===== src/rtl/dmem_access_ctrl.sv =====
// Load/store initiator for the word-wide data_memory port: aligns addresses,
// does read-modify-write for sub-word stores and extends sub-word load data.
module dmem_access_ctrl #(
    parameter int RD_LAT = 1,
    parameter int ADDR_W = 32
) (
    input  logic              clk,
    input  logic              reset,
    input  logic              req_valid,
    output logic              req_ready,
    input  logic              req_write,
    input  logic [2:0]        req_funct3,
    input  logic [ADDR_W-1:0] req_addr,
    input  logic [31:0]       req_wdata,
    output logic              rsp_valid,
    output logic [31:0]       rsp_rdata,
    output logic              rsp_err,
    output logic              MemWrite,
    output logic              MemRead,
    output logic [ADDR_W-1:0] Address,
    output logic [31:0]       writeData,
    input  logic [31:0]       readData
);

    localparam logic [2:0] S_IDLE     = 3'd0;
    localparam logic [2:0] S_RD_WAIT  = 3'd1;
    localparam logic [2:0] S_RMW_WAIT = 3'd2;
    localparam logic [2:0] S_WR       = 3'd3;
    localparam logic [2:0] S_RESP     = 3'd4;

    localparam int CNT_W = (RD_LAT > 0) ? $clog2(RD_LAT + 1) : 1;

    logic [2:0]        state_q, state_d;
    logic              ready_q, ready_d;
    logic              write_q, write_d;
    logic [2:0]        funct3_q, funct3_d;
    logic [ADDR_W-1:0] addr_q, addr_d;
    logic [31:0]       wdata_q, wdata_d;
    logic [CNT_W-1:0]  cnt_q, cnt_d;
    logic [31:0]       rdata_q, rdata_d;
    logic              err_q, err_d;

    logic        accept;
    logic        req_err;
    logic [4:0]  shamt;
    logic [31:0] rd_shift;
    logic [31:0] load_ext;
    logic [31:0] lane_mask;
    logic [31:0] merged;

    assign accept = req_valid && ready_q;

    // Illegal encodings, unsigned stores, and misaligned halfword/word accesses.
    always_comb begin
        req_err = 1'b0;
        case (req_funct3)
            3'b011, 3'b110, 3'b111: req_err = 1'b1;
            3'b100:                 req_err = req_write;
            3'b101:                 req_err = req_write || req_addr[0];
            3'b001:                 req_err = req_addr[0];
            3'b010:                 req_err = (req_addr[1:0] != 2'b00);
            default:                req_err = 1'b0;
        endcase
    end

    // Halfword accesses are aligned here, so one byte-granular shift serves both sizes.
    assign shamt    = {addr_q[1:0], 3'b000};
    assign rd_shift = readData >> shamt;

    always_comb begin
        case (funct3_q)
            3'b000:  load_ext = {{24{rd_shift[7]}}, rd_shift[7:0]};
            3'b001:  load_ext = {{16{rd_shift[15]}}, rd_shift[15:0]};
            3'b100:  load_ext = {24'h0, rd_shift[7:0]};
            3'b101:  load_ext = {16'h0, rd_shift[15:0]};
            default: load_ext = readData;
        endcase
    end

    assign lane_mask = funct3_q[0] ? 32'h0000_FFFF : 32'h0000_00FF;
    assign merged    = (readData & ~(lane_mask << shamt)) | ((wdata_q & lane_mask) << shamt);

    always_comb begin
        state_d  = state_q;
        write_d  = write_q;
        funct3_d = funct3_q;
        addr_d   = addr_q;
        wdata_d  = wdata_q;
        cnt_d    = cnt_q;
        rdata_d  = rdata_q;
        err_d    = err_q;
        case (state_q)
            S_IDLE: begin
                if (accept) begin
                    write_d  = req_write;
                    funct3_d = req_funct3;
                    addr_d   = req_addr;
                    wdata_d  = req_wdata;
                    cnt_d    = '0;
                    rdata_d  = 32'h0;
                    err_d    = req_err;
                    if (req_err)                 state_d = S_RESP;
                    else if (!req_write)         state_d = S_RD_WAIT;
                    else if (req_funct3 == 3'b010) state_d = S_WR;
                    else                         state_d = S_RMW_WAIT;
                end
            end
            S_RD_WAIT, S_RMW_WAIT: begin
                if (cnt_q == CNT_W'(RD_LAT)) begin
                    if (state_q == S_RD_WAIT) begin
                        rdata_d = load_ext;
                        state_d = S_RESP;
                    end else begin
                        wdata_d = merged;
                        state_d = S_WR;
                    end
                end else begin
                    cnt_d = cnt_q + CNT_W'(1);
                end
            end
            S_WR:    state_d = S_RESP;
            S_RESP:  state_d = S_IDLE;
            default: state_d = S_IDLE;
        endcase
        // Registered so that ready stays low while reset is held.
        ready_d = (state_d == S_IDLE);
    end

    always_ff @(posedge clk) begin
        if (reset) begin
            state_q  <= S_IDLE;
            ready_q  <= 1'b0;
            write_q  <= 1'b0;
            funct3_q <= 3'b000;
            addr_q   <= '0;
            wdata_q  <= 32'h0;
            cnt_q    <= '0;
            rdata_q  <= 32'h0;
            err_q    <= 1'b0;
        end else begin
            state_q  <= state_d;
            ready_q  <= ready_d;
            write_q  <= write_d;
            funct3_q <= funct3_d;
            addr_q   <= addr_d;
            wdata_q  <= wdata_d;
            cnt_q    <= cnt_d;
            rdata_q  <= rdata_d;
            err_q    <= err_d;
        end
    end

    assign req_ready = ready_q;
    assign MemRead   = (state_q == S_RD_WAIT) || (state_q == S_RMW_WAIT);
    assign MemWrite  = (state_q == S_WR) && write_q;
    assign Address   = {addr_q[ADDR_W-1:2], 2'b00};
    assign writeData = wdata_q;
    assign rsp_valid = (state_q == S_RESP);
    assign rsp_rdata = rdata_q;
    assign rsp_err   = err_q;

endmodule

===== config.mk =====
export PLATFORM = sky130hd
export DESIGN_NAME = dmem_access_ctrl
export DESIGN_NICKNAME = d
export VERILOG_FILES = /design/src/rtl/dmem_access_ctrl.sv
export SDC_FILE = /design/constraint.sdc
export NUM_CORES = 1
export LEC_CHECK = 0
export ABC_AREA = 1
export BUFFER_PORTS_ARGS = -buffer_cell sky130_fd_sc_hd__clkbuf_2
export CAP_MARGIN = 20
export CORE_MARGIN = 2
export CORE_UTILIZATION = 45
export CTS_CLUSTER_DIAMETER = 100
export CTS_CLUSTER_SIZE = 10
export DETAILED_ROUTE_END_ITERATION = 12
export PLACE_DENSITY = 0.82
export SYNTH_ARGS = -nofsm -noshare
export SYNTH_HDL_FRONTEND = slang
export SYNTH_SLANG_ARGS = --single-unit

===== constraint.sdc =====
create_clock -name clk -period 4.2 [get_ports clk]
set_clock_uncertainty 0.05 [all_clocks]
set_input_delay 0.21 -clock clk [delete_from_list [all_inputs] [get_ports clk]]
set_output_delay 0.21 -clock clk [all_outputs]
set_load 0.01 [all_outputs]

Word level (Yosys, flattened, before mapping)

Cells that the tools add are included.

Register bits: 106
Input bits: 103
Output and inout bits: 101
Logic and storage cells: 71

$add $sub $neg: 1
Equal/unequal tests: 18
Shift-type cells: 3
Muxes and demuxes: 21
Bitwise operators: 4
Reductions and logical operators: 15

Operators by type and width:

| operator                                      | number |
|---|---|
| 2-to-1 mux 32 bit                             | 6 |
| case mux 32 bit (2 select lines)              | 2 |
| case mux 32 bit (4 select lines)              | 1 |
| bitwise AND 32 x 16 -> 32 bit                 | 1 |
| bitwise AND 32 bit                            | 1 |
| inverter 32 bit                               | 1 |
| OR 32 bit                                     | 1 |
| left shift 16 x 5 -> 32 bit                   | 1 |
| left shift 32 x 5 -> 32 bit                   | 1 |
| right shift 32 x 5 -> 16 bit                  | 1 |
| == test 3 bit, second input constant          | 7 |
| 2-to-1 mux 16 bit                             | 1 |
| == test 3 x 2 -> 1 bit, second input constant | 4 |
| 2-to-1 mux 3 bit                              | 4 |
| == test 3 x 1 -> 1 bit, second input constant | 3 |
| logical NOT 3 bit                             | 3 |
| case mux 3 bit (3 select lines)               | 1 |
| inequality test 2 bit, second input constant  | 4 |
| AND reduction 4 bit                           | 2 |
| case mux 1 bit (5 select lines)               | 1 |
| AND reduction 2 bit                           | 2 |
| nonzero test 2 bit                            | 2 |
| 2-to-1 mux 1 bit                              | 3 |
| OR reduction 3 bit                            | 1 |
| other kinds (6)                               | 8 |

Longest topological paths before layout

Gate-level depths: netlist of the first run.

Word-level depth: 8
Gate-level depth with buffers: 10
Mapped depth without buffers: 9

Worst setup path after synthesis of the first run

OpenSTA, ideal clock, no wires.

Path type: register to register
Start point: reg state_q[2]
End point: reg rdata_q[31] (netlist: rsp_rdata[31])
Library setup time: 0.117 ns
Arrival time: 1.273 ns
Data required time: 4.033 ns
Setup slack: 2.760 ns
Cell stages (with the launch flop): 10
Path buffers: 1
Clock period less this slack: 1.440 ns
Cell sequence: dfxtp_1 nor2_2 nand2_1 nand2_4 nand2_4 nand3_2 inv_2 buf_4 o21ai_0 nor2_1

Cells in the longest elaborated chain, start to end: 4
Elaborated cells on any way between the ends: 10

RTL lines:

| element                                                                      | line    | source |
|---|---|---|
| start: declaration                                                           | 33      | `logic [2:0] state_q, state_d;` |
| start signal: assignment                                                     | 141     | `state_q <= state_d;` |
| == test 3 x 1 -> 1 bit or == test 3 x 2 -> 1 bit (tied branches)             | 92, 110 |  |
| OR reduction 2 bit                                                           | 92      | `case (state_q)` |
| inequality test 2 bit (no source line) or nonzero test 2 bit (tied branches) | n/a     |  |
| AND reduction 4 bit (no source line)                                         | n/a     |  |
| end signal: assignment                                                       | 148     | `rdata_q <= rdata_d;` |
| end: declaration                                                             | 40      | `logic [31:0] rdata_q, rdata_d;` |

Several ways; a longest one is shown, not always the timed one.
A chain may end at the register's enable or synchronous reset.

Final worst setup path of the first run

Start point: reg addr_q[0]
End point: reg wdata_q[12] (netlist: writeData[12])

Cells in the longest elaborated chain, start to end: 7
Elaborated cells on any way between the ends: 8

RTL lines:

| element                              | line | source |
|---|---|---|
| start: declaration                   | 37   | `logic [ADDR_W-1:0] addr_q, addr_d;` |
| start signal: assignment             | 145  | `addr_q <= addr_d;` |
| left shift 16 x 5 -> 32 bit          | 81   | `assign merged = (readData & ~(lane_mask << shamt)) \| ((wdata_q & lane_mask) << shamt);` |
| inverter 32 bit                      | 81   |  |
| bitwise AND 32 bit                   | 81   |  |
| OR 32 bit (*)                        | 81   |  |
| 2-to-1 mux 32 bit (*)                | 110  | `if (state_q == S_RD_WAIT) begin` |
| 2-to-1 mux 32 bit (*)                | 109  | `if (cnt_q == CNT_W'(RD_LAT)) begin` |
| case mux 32 bit (2 select lines) (*) | 92   |  |
| end signal: assignment               | 146  | `wdata_q <= wdata_d;` |
| end: declaration                     | 38   | `logic [31:0] wdata_q, wdata_d;` |

Every way passes the cells marked *; elsewhere a longest branch is shown, timed or not. The select of a mux whose other input is x is not followed.

==> flow_summary_export.csv, run 1 <==
group,metric,value,unit
outcome,status,"finished clean",
clock_network,cts.repair_timing.setup_buffer_count,0,
timing,worst_slew_pin_slew,1.02,ns
finish,n_antenna_cell,0,
timing,tns,0,ns
placed_design,gp_congestion,0.914,
worst_hold_path,launch_point_of_the_worst_hold_path,"req_addr[23]",
timing,setup_slack,1.69,ns
timing,timing_hold_violations_final,0,
critical_path,cp_data_arrival_time,2.71,ns
critical_path,timing.critical_path.from_type,"register",
clock_network,post_cts_hold_buffer_count,0,
finish,most-common-layout-cells,"clkbuf_2 (201), nand2_1 (184), nor2_1 (179)",
timing,grt_setup_unrepaired,"no",
pwr,power.internal,1740,µW
pwr,power_density,398,nW/µm²
synth,synth.largest_area_cell,"dfxtp_1",
detailed_routing,drt_pass1_iterations,6,
timing,layout_min_cycle_time,2.51,ns
clock_network,clock-root-buffer,"clkbuf_16",
synth,distinct_cell_type_count_of_the_synthesized_netlist,29,
pwr,total_power,2610,µW
placed_design,dp_hpwl,12400,µm
critical_path,crit_type,"register to register",
global_routing,largest_net_degree_at_the_start_of_global_routing,55,
detailed_routing,drt-total-wl,17000,µm
finish,final_nets,1086,
floorplan,start_util,46.2,%
placed_design,pre_cts_ws,1.77,ns
synth,synth-warning-count,0,
global_routing,gr-max-usage-layer,"met2",
detailed_routing,vias_per_cell,5.27,
critical_path,worstPathCellList,"inv_2 > a21oi_2 > nand2_1 > o21ai_0 > o21ai_0 > nor2_1 > nor2_1",
worst_hold_path,hold_path.class,"primary input to register",
critical_path,cp-end-kind,"register",
flow_run,timing.max_cap.violations,0,
timing,period_share,59.7,%
clock_network,cts-buffers-inserted,9,
pwr,leakage,0.00319,µW
clock_network,clock_sink_count,106,
synth,ys_ff_latch,106,
clock_network,total_of_cells_resized_after_clock_tree_synthesis,0,
critical_path,path_max_fanout,30,
global_routing,antenna_found_initial,0,
detailed_routing,drtIter0Drc,508,
critical_path,worst_setup_path_startpoint,"addr_q[0]$_SDFFE_PP0P_",
floorplan,area_of_the_die,13200,µm²
critical_path,timing.critical_path.slowest_cell_delay,0.99,ns
global_routing,number_of_global_route_vias_before_repair,5351,
clock_network,clk_latency,0.35,ns
timing,achievable-frequency,399,MHz
global_routing,groute.usage.overall,25.9,%
synth,synth_seq_area_share,38.3,%
synth,synth_area,5550,µm²
critical_path,critical_path.slowest_cell,"dfxtp_1",
placed_design,io_buffer_count,201,
pwr,pwr-share-clk,30.9,%
pwr,seq_power_share,45.2,%
detailed_routing,final_antenna_net_count,0,
global_routing,globalRouteMet3Util,6.54,%
clock_network,tritoncts,"done",
pwr,power.share.combinational,23.9,%
floorplan,floorplan.core_area,12000,µm²
finish,layout-drive-gt1-share,24.6,%
critical_path,startpoint_of_the_worst_register_to_register_path,"addr_q[0]$_SDFFE_PP0P_",
synth,synth_top_area_share,38.3,%
synth,synth_area_leaders,"dfxtp_1 (38%), nand2_1 (12%), nor2_1 (12%)",
detailed_routing,drc,0,
global_routing,grt_util_met1,34.0,%
floorplan,floorplan.rows,40,
pwr,worst_ir_drop_vdd,340,µV
timing,relSlewSlack,32.2,%
clock_network,cts.clk_slew.worst_paths,0.07,ns
critical_path,timing.reg2reg.setup_slack,1.69,ns
floorplan,die_height,115,µm
global_routing,grt_first_pass_wirelength,27000,µm
detailed_routing,routedWlPerCell,15.0,µm
critical_path,worst-path-buf-inv,1,
synth,synthesis.area_per_instance,6.52,µm²
pwr,netSwitchingFraction,33.2,%
detailed_routing,detailroute.via_count,5983,
timing,report.final.slew_viol_count,0,
critical_path,critPathRequiredTime,4.40,ns
global_routing,global_route.usage.met2,42.0,%
clock_network,cts_max_path_buffers,2,
synth,syn_inst,851,
floorplan,fp.dieW,115,µm
pwr,switchingPower,867,µW
clock_network,maximum_level_of_the_cts_h_tree,3,
timing,finalSetupViolCount,0,
global_routing,grt-ovfl-total,0,
finish,layout_commonest_cell,"clkbuf_2",
floorplan,top_level_ports,204,
finish,syn_to_final_growth,18.3,%
critical_path,worst_path_top_cell_family_by_delay,"flip-flops",
==> power by group through the flow <==
stage | clock [µW] | combinational [µW] | sequential, µW
detailed placement | 0 | 615 | 1200
CTS | 821 | 618 | 1180
finish | 805 | 624 | 1180
global placement | 0 | 607 | 1200
floorplan | 0 | 424 | 1200
global route | 864 | 699 | 1190
==> routing by layer <==
metal | vias to the layer above | wire length [µm]
li1 | 2995 | -
met1 | 2648 | 7280
met2 | 307 | 7790
met3 | 33 | 1620
met4 | 0 | 364
met5 | - | 0
==> worst paths after layout <==
path,to,cells past startpoint
setup / recovery,writeData[12]$_SDFFE_PP0P_,7
hold / removal,addr_q[23]$_SDFFE_PP0P_,3
setup reg to reg,writeData[12]$_SDFFE_PP0P_,7
hold reg to reg,rsp_rdata[21]$_SDFFE_PP0P_,2
==> per-stage QoR <==
step                instance area, µm²  utilization, %  hold WS, ns  std cells
floorplan                         5550               -        0.295        852
global placement                  6250            52.0        0.381       1118
detailed placement                6250            52.0        0.389       1118
CTS                               6530            54.4       0.0177       1134
global route                      6560            54.6       0.0140       1135
finish                            6560            54.6       0.0240       1135
==> cell usage after synthesis (all sizes together) <==
cell	count
a21oi	63
a31oi	1
inv	29
clkbuf	20
nand2	189
o211ai	1
nand3	35
dfxtp	106
conb	1
o21ai	143
nor3	4
a211oi	1
nand4	1
buf	64
a22oi	7
nor2	186
==> kinds of logic (layout without fill, tap and decap cells) <==
logic type | after synthesis | count (layout) | synth area share (%)
buffers and inverters | 113 | 249 | 11.1
DFF | 106 | 106 | 38.3
and+or+nand+nor | 415 | 415 | 30.5
other | 1 | 2 | 0.0676
AOI/OAI and AO/OA | 216 | 216 | 20.1
==> cell type report <==
type / instances / area [µm²]
multi-input cells: 633 / 2810
clock buffers: 11 / 243
flip-flops and latches: 106 / 2120
repair buffers: 204 / 1050
clock inverters: 5 / 38.8
fillers: 1220 / 5450
well taps: 147 / 184
inverters: 29 / 109
==> worst register-to-register path: cells and delay by family (launching register included) <==
| family | cells | cell delay [ns] |
|---|---|---|
| buf+inv | 1 | 0.32 |
| flops | 1 | 0.99 |
| simple gates | 3 | 0.27 |
| compound gates | 3 | 0.78 |
==> state kept, by name, summed over array words and instances, names as in the netlist <==
name and cells:
write_q 1, cnt_q 1, rsp_rdata 32, writeData 32
addr_q 32, req_ready 1, state_q 3, funct3_q 3
rsp_err 1
No activity file was read; power rests on OpenSTA's default activity.
==> run 2: changes to the inputs <==
- PLACE_DENSITY: 0.82 -> 0.85
- clock period: 4.2 -> 2.2 ns (I/O delays scaled with it)
==> run 2 against run 1 <==
Compared with the run above: hold slack worse by 0.017 ns; core utilization rose by 4.0 points; clock-buffer cell count increased by 1; maximum frequency grew 32%; critical path type unchanged.
==> flow_summary_export.csv, run 2 (synthesis results as in run 1) <==
group,metric,value,unit
outcome,status,"finished clean",
floorplan,floorplan.core_area,12000,µm²
critical_path,timing.rr.end,"writeData[19]$_SDFFE_PP0P_",
flow_run,timing.max_cap.violations,0,
detailed_routing,vias_per_cell,5.27,
critical_path,cp-end-kind,"register",
finish,n_antenna_cell,0,
timing,achievable-frequency,525,MHz
clock_network,maximum_level_of_the_cts_h_tree,3,
timing,grt_setup_unrepaired,"no",
clock_network,tritoncts,"done",
critical_path,cp_data_arrival_time,2.14,ns
floorplan,floorplan.rows,40,
finish,most-common-layout-cells,"clkbuf_2 (201), nand2_1 (184), nor2_1 (179)",
global_routing,groute.usage.overall,27.1,%
global_routing,grt_first_pass_wirelength,28300,µm
global_routing,number_of_global_route_vias_before_repair,5756,
floorplan,start_util,46.2,%
timing,finalSetupViolCount,0,
finish,syn_to_final_growth,27.0,%
clock_network,clk_latency,0.36,ns
critical_path,critPathRequiredTime,2.44,ns
timing,period_share,86.6,%
finish,final_nets,1131,
detailed_routing,routedWlPerCell,15.3,µm
global_routing,grt-ovfl-total,0,
clock_network,cts.clk_slew.worst_paths,0.07,ns
global_routing,antenna_found_initial,0,
pwr,power_density,757,nW/µm²
critical_path,path_max_fanout,28,
finish,post_route_non_filler_standard_cell_count,1178,
critical_path,crit_type,"register to register",
timing,layout_min_cycle_time,1.90,ns
placed_design,dp.cells,1127,
finish,layout-drive-gt1-share,24.2,%
floorplan,area_of_the_die,13200,µm²
critical_path,ff2ff_path_depth,8,
floorplan,fp.dieW,115,µm
critical_path,timing.critical_path.from_type,"register",
detailed_routing,detailroute.via_count,6209,
floorplan,top_level_ports,204,
clock_network,clock-root-buffer,"clkbuf_16",
critical_path,startpoint_of_the_worst_register_to_register_path,"state_q[0]$_SDFF_PP0_",
clock_network,cts_max_path_buffers,2,
detailed_routing,drt-total-wl,18000,µm
clock_network,cts-buffers-inserted,9,
detailed_routing,drc,0,
timing,relSlewSlack,53.6,%
timing,report.final.slew_viol_count,0,
critical_path,timing.reg2reg.setup_slack,0.30,ns
detailed_routing,drt_pass1_iterations,5,
global_routing,largest_net_degree_at_the_start_of_global_routing,55,
worst_hold_path,hold_path.class,"primary input to register",
timing,tns,0,ns
critical_path,timing.critical_path.to,"writeData[19]$_SDFFE_PP0P_",
finish,layout_commonest_cell,"clkbuf_2",
finish,postLayoutCoreUtil,58.6,%
placed_design,gp_congestion,0.939,
detailed_routing,final_antenna_net_count,0,
floorplan,die_height,115,µm
clock_network,clock_sink_count,106,
critical_path,worst_setup_path_startpoint,"state_q[0]$_SDFF_PP0_",
pwr,total_power,5330,µW
detailed_routing,drtIter0Drc,569,
timing,timing_hold_violations_final,0,
pwr,worst_ir_drop_vdd,693,µV
placed_design,dp_hpwl,12500,µm
placed_design,io_buffer_count,201,
pwr,leakage,0.00341,µW
timing,worst_slew_pin_slew,0.696,ns
## run 2: layer usage
metal	vias to the layer above	global-route usage, %	share of wire, %
li1	3079	-	-
met2	345	45.6	47
met3	44	8.28	9.5
met4	0	9.56	2.6
met1	2741	32.7	41
met5	-	0	0
## run 2: per-stage QoR
stage / cell area [µm²] / hold WS (ns) / worst slack (ns)
after floorplan: 5550 / 0.195 / 0.760
after global placement: 6340 / 0.280 / 0.294
after detailed placement: 6340 / 0.288 / 0.216
after CTS: 7040 / 0.00199 / 0.194
after global routing: 7040 / 0.0309 / 0.0452
final: 7040 / 0.00650 / 0.296
## run 2: critical path, cell delays in order (launching register included)
cell	delay, ns
dfxtp_1	0.44
nor2_2	0.09
nand2_2	0.10
nand2_4	0.17
nand2_4	0.13
nand3_4	0.18
inv_2	0.40
o21ai_0	0.13
a21oi_1	0.14
## run 2: area by class of cell
| class | count | area [µm²] |
|---|---|---|
| clock buffer | 12 | 267 |
| tap | 147 | 184 |
| fill | 1077 | 4970 |
| inverter | 29 | 111 |
| multi-input combinational | 633 | 2810 |
| clock inverter | 2 | 60.1 |
| timing repair buffer | 249 | 1480 |
| sequential | 106 | 2120 |
## run 2: worst min-delay path by stage
stage                              from  cells after the start  slack, ns                    endpoint
final                     req_wdata[17]                      3      0.006  writeData[17]$_SDFFE_PP0P_
after CTS                 req_wdata[17]                      3      0.002  writeData[17]$_SDFFE_PP0P_
after floorplan            req_addr[10]                      2       0.19     addr_q[10]$_SDFFE_PP0P_
after global placement      req_addr[9]                      3       0.28      addr_q[9]$_SDFFE_PP0P_
after detailed placement   req_addr[25]                      3       0.29     addr_q[25]$_SDFFE_PP0P_
after global routing      req_wdata[17]                      3       0.03  writeData[17]$_SDFFE_PP0P_
## run 2: power by group
group	switching (µW)	total (µW)	internal [µW]
clock network	718	1800	1080
registers	136	2240	2100
logic	816	1300	483
## run 2: timing repair
action / in CTS / in global routing
gates resized for setup: 0 / 2
endpoints found under the setup margin: 0 / 4
buffers inserted: 0 / 0
hold buffers: 37 / 0
hold endpoints to repair: 37 / 0
==> run 3: changes to the inputs <==
- ABC_AREA: 1 -> unset
==> run 3 against run 2 <==
Compared with the run above: first-iteration DRC count is 9.3% higher; largest power group unchanged; clock-buffer cell count is 1 lower; flip-flop and latch count stayed put; die area is 0.16% lower; maximum frequency is 6.4% lower.
==> flow_summary_export.csv, run 3 <==
group,metric,value,unit
outcome,status,"finished clean",
critical_path,worstPathCellList,"xnor2_2 > or2_1 > clkinv_2 > buf_4 > clkbuf_2",
timing,grt_setup_unrepaired,"no",
global_routing,groute.usage.overall,27.5,%
pwr,switchingPower,1390,µW
synth,synth-warning-count,0,
pwr,netSwitchingFraction,29.5,%
timing,report.final.slew_viol_count,0,
detailed_routing,detailroute.via_count,5975,
critical_path,crit_type,"register to output pin",
finish,postLayoutCoreUtil,59.3,%
critical_path,startpoint_of_the_worst_register_to_register_path,"addr_q[0]$_SDFFE_PP0P_",
finish,layout_commonest_cell,"clkbuf_2",
pwr,leakage,0.00292,µW
floorplan,die_height,115,µm
pwr,power.share.combinational,20.1,%
placed_design,io_buffer_count,201,
finish,most-common-layout-cells,"clkbuf_2 (201), nand2_1 (111), dfxtp_1 (106)",
critical_path,worst_path_top_cell_family_by_delay,"buffers and inverters",
global_routing,largest_net_degree_at_the_start_of_global_routing,69,
critical_path,critPathRequiredTime,2.04,ns
detailed_routing,drt_pass1_iterations,5,
synth,synth_area,5540,µm²
floorplan,floorplan.core_area,12000,µm²
floorplan,start_util,46.1,%
timing,worst_slew_pin_slew,0.703,ns
clock_network,cts_max_path_buffers,2,
clock_network,total_of_cells_resized_after_clock_tree_synthesis,0,
finish,syn_to_final_growth,28.7,%
detailed_routing,final_antenna_net_count,0,
pwr,power.internal,3330,µW
synth,syn_inst,701,
critical_path,cp_data_arrival_time,1.88,ns
detailed_routing,vias_per_cell,5.75,
critical_path,critical_path.slowest_cell,"dfxtp_1",
clock_network,tritoncts,"done",
detailed_routing,drc,0,
clock_network,post_cts_hold_buffer_count,40,
finish,final_nets,991,
timing,finalSetupViolCount,0,
clock_network,clk_latency,0.35,ns
synth,synth_seq_area_share,38.3,%
synth,yosysMostFrequentCell,"nand2_1",
synth,synth_top_area_share,38.3,%
timing,layout_min_cycle_time,2.04,ns
synth,post_synth_edffs,0,
pwr,seq_power_share,44.6,%
detailed_routing,drt-total-wl,18300,µm
placed_design,dp_hpwl,12700,µm
floorplan,floorplan.rows,40,
floorplan,fp.dieW,115,µm
critical_path,worst_setup_path_startpoint,"state_q[0]$_SDFF_PP0_",
detailed_routing,drtIter0Drc,622,
flow_run,timing.max_cap.violations,0,
synth,distinct_cell_type_count_of_the_synthesized_netlist,53,
timing,achievable-frequency,491,MHz
floorplan,area_of_the_die,13200,µm²
synth,synth.largest_area_cell,"dfxtp_1",
timing,period_share,92.5,%
clock_network,maximum_level_of_the_cts_h_tree,3,
clock_network,clock-root-buffer,"clkbuf_16",
placed_design,gp_congestion,0.940,
synth,synthesis.area_per_instance,7.90,µm²
worst_hold_path,launch_point_of_the_worst_hold_path,"req_wdata[28]",
detailed_routing,routedWlPerCell,17.6,µm
critical_path,timing.critical_path.from_type,"register",
global_routing,antenna_found_initial,1,
worst_hold_path,hold_path.class,"primary input to register",
synth,share_of_synthesized_flip_flops_with_an_asynchronous_set_or_reset,0,%
critical_path,path_max_fanout,15,
critical_path,timing.critical_path.slowest_cell_delay,0.57,ns
timing,timing_hold_violations_final,0,
floorplan,top_level_ports,204,
placed_design,dp.cells,984,
synth,ys_ff_latch,106,
synth,synth-main-ff-cell,"dfxtp_1",
finish,layout-drive-gt1-share,27.7,%
timing,relSlewSlack,53.1,%
clock_network,cts.repair_timing.setup_buffer_count,0,
critical_path,cp-end-kind,"output pin",
global_routing,number_of_global_route_vias_before_repair,5576,
pwr,worst_ir_drop_vdd,533,µV
global_routing,grt_first_pass_wirelength,28300,µm
pwr,power_density,663,nW/µm²
finish,n_antenna_cell,0,
critical_path,worst-path-buf-inv,3,
pwr,pwr-share-clk,35.3,%
finish,post_route_non_filler_standard_cell_count,1040,
synth,synth_area_leaders,"dfxtp_1 (38%), a21oi_1 (8.0%), nand2_1 (7.5%)",
synth,yosys-top-cells-count,"nand2_1 (111), dfxtp_1 (106), a21oi_1 (88)",
global_routing,grt-ovfl-total,0,
timing,tns,0,ns
clock_network,cts.clk_slew.worst_paths,0.07,ns
clock_network,clock_sink_count,106,
clock_network,cts-buffers-inserted,9,
==> run 3: cell count changes after synthesis, moves of 10 or more <==
cell       delta
a21oi_1      +28
a221oi_1     +17
buf_2        -10
clkbuf_1     +14
inv_1        +19
nand2_1      -73
nand3_1      -31
nor2_1      -137
nor2b_1      +13
o21ai_0      -89
o21ai_1      -28
o221ai_1     +16
o2bb2ai_1    +17
==> run 3: stage by stage <==
stage | hold slack [ns] | total power (µW) | cell area [µm²] | worst slack [ns]
3_5_place_dp | 0.288 | 3020 | 6420 | 0.297
5_1_grt | 0.00225 | 4920 | 7130 | 0.0306
4_1_cts | 0.00376 | 4740 | 7130 | 0.171
2_1_floorplan | 0.176 | 2700 | 5540 | 0.480
6_report | 0.0180 | 4720 | 7130 | 0.165
3_3_place_gp | 0.282 | 3010 | 6420 | 0.377
==> run 3: area by class of cell <==
cell class | count | area (µm²)
repair buffers | 266 | 1610
flip-flops and latches | 106 | 2120
clock buffers | 11 | 243
well taps | 147 | 184
inverters | 43 | 163
multi-input cells | 462 | 2750
fillers | 1077 | 4880
clock inverters | 5 | 60.1
==> run 3: metal layers <==
layer	GRT usage (%)	vias up	share of wire, %
li1	-	2857	-
met1	34.5	2714	40
met2	42.9	346	45
met4	14.6	0	4.5
met5	0	-	0
met3	7.96	58	10
==> run 3: final timing paths <==
kind                                                    to  slack, ns  depth (start not counted)
worst min-delay path            writeData[28]$_SDFFE_PP0P_       0.02                          3
worst max-delay path                               MemRead       0.16                          5
worst max register to register  writeData[21]$_SDFFE_PP0P_       0.23                          5
worst min register to register     addr_q[19]$_SDFFE_PP0P_       0.41                          2
==> run 3: cell families (layout without fill, tap and decap cells) <==
group                  count (synthesis)  count (layout)  synth area share [%]
buffers and inverters                134             325                  12.1
multiplexers                          10              10                  2.10
XOR/XNOR                               1               1                 0.294
other                                  1               2                0.0677
AND/OR/NAND/NOR                      198             198                  15.9
AO/OA/AOI/OAI                        251             251                  31.2
flip-flops                           106             106                  38.3
==> run 3: power by group through the flow <==
stage | clock network (µW) | logic [µW] | registers, µW
floorplan | 0 | 551 | 2150
global placement | 0 | 865 | 2140
detailed placement | 0 | 875 | 2150
CTS | 1710 | 934 | 2100
global route | 1760 | 1040 | 2120
finish | 1670 | 951 | 2110
==> run 3: worst reg2reg max path, delay by kind of cell, from the launching register on <==
| family | cells | cell delay [ns] |
|---|---|---|
| AND/OR/NAND/NOR | 1 | 0.57 |
| buffers and inverters | 1 | 0.22 |
| AO/OA/AOI/OAI | 3 | 0.68 |
| flip-flops | 1 | 0.39 |
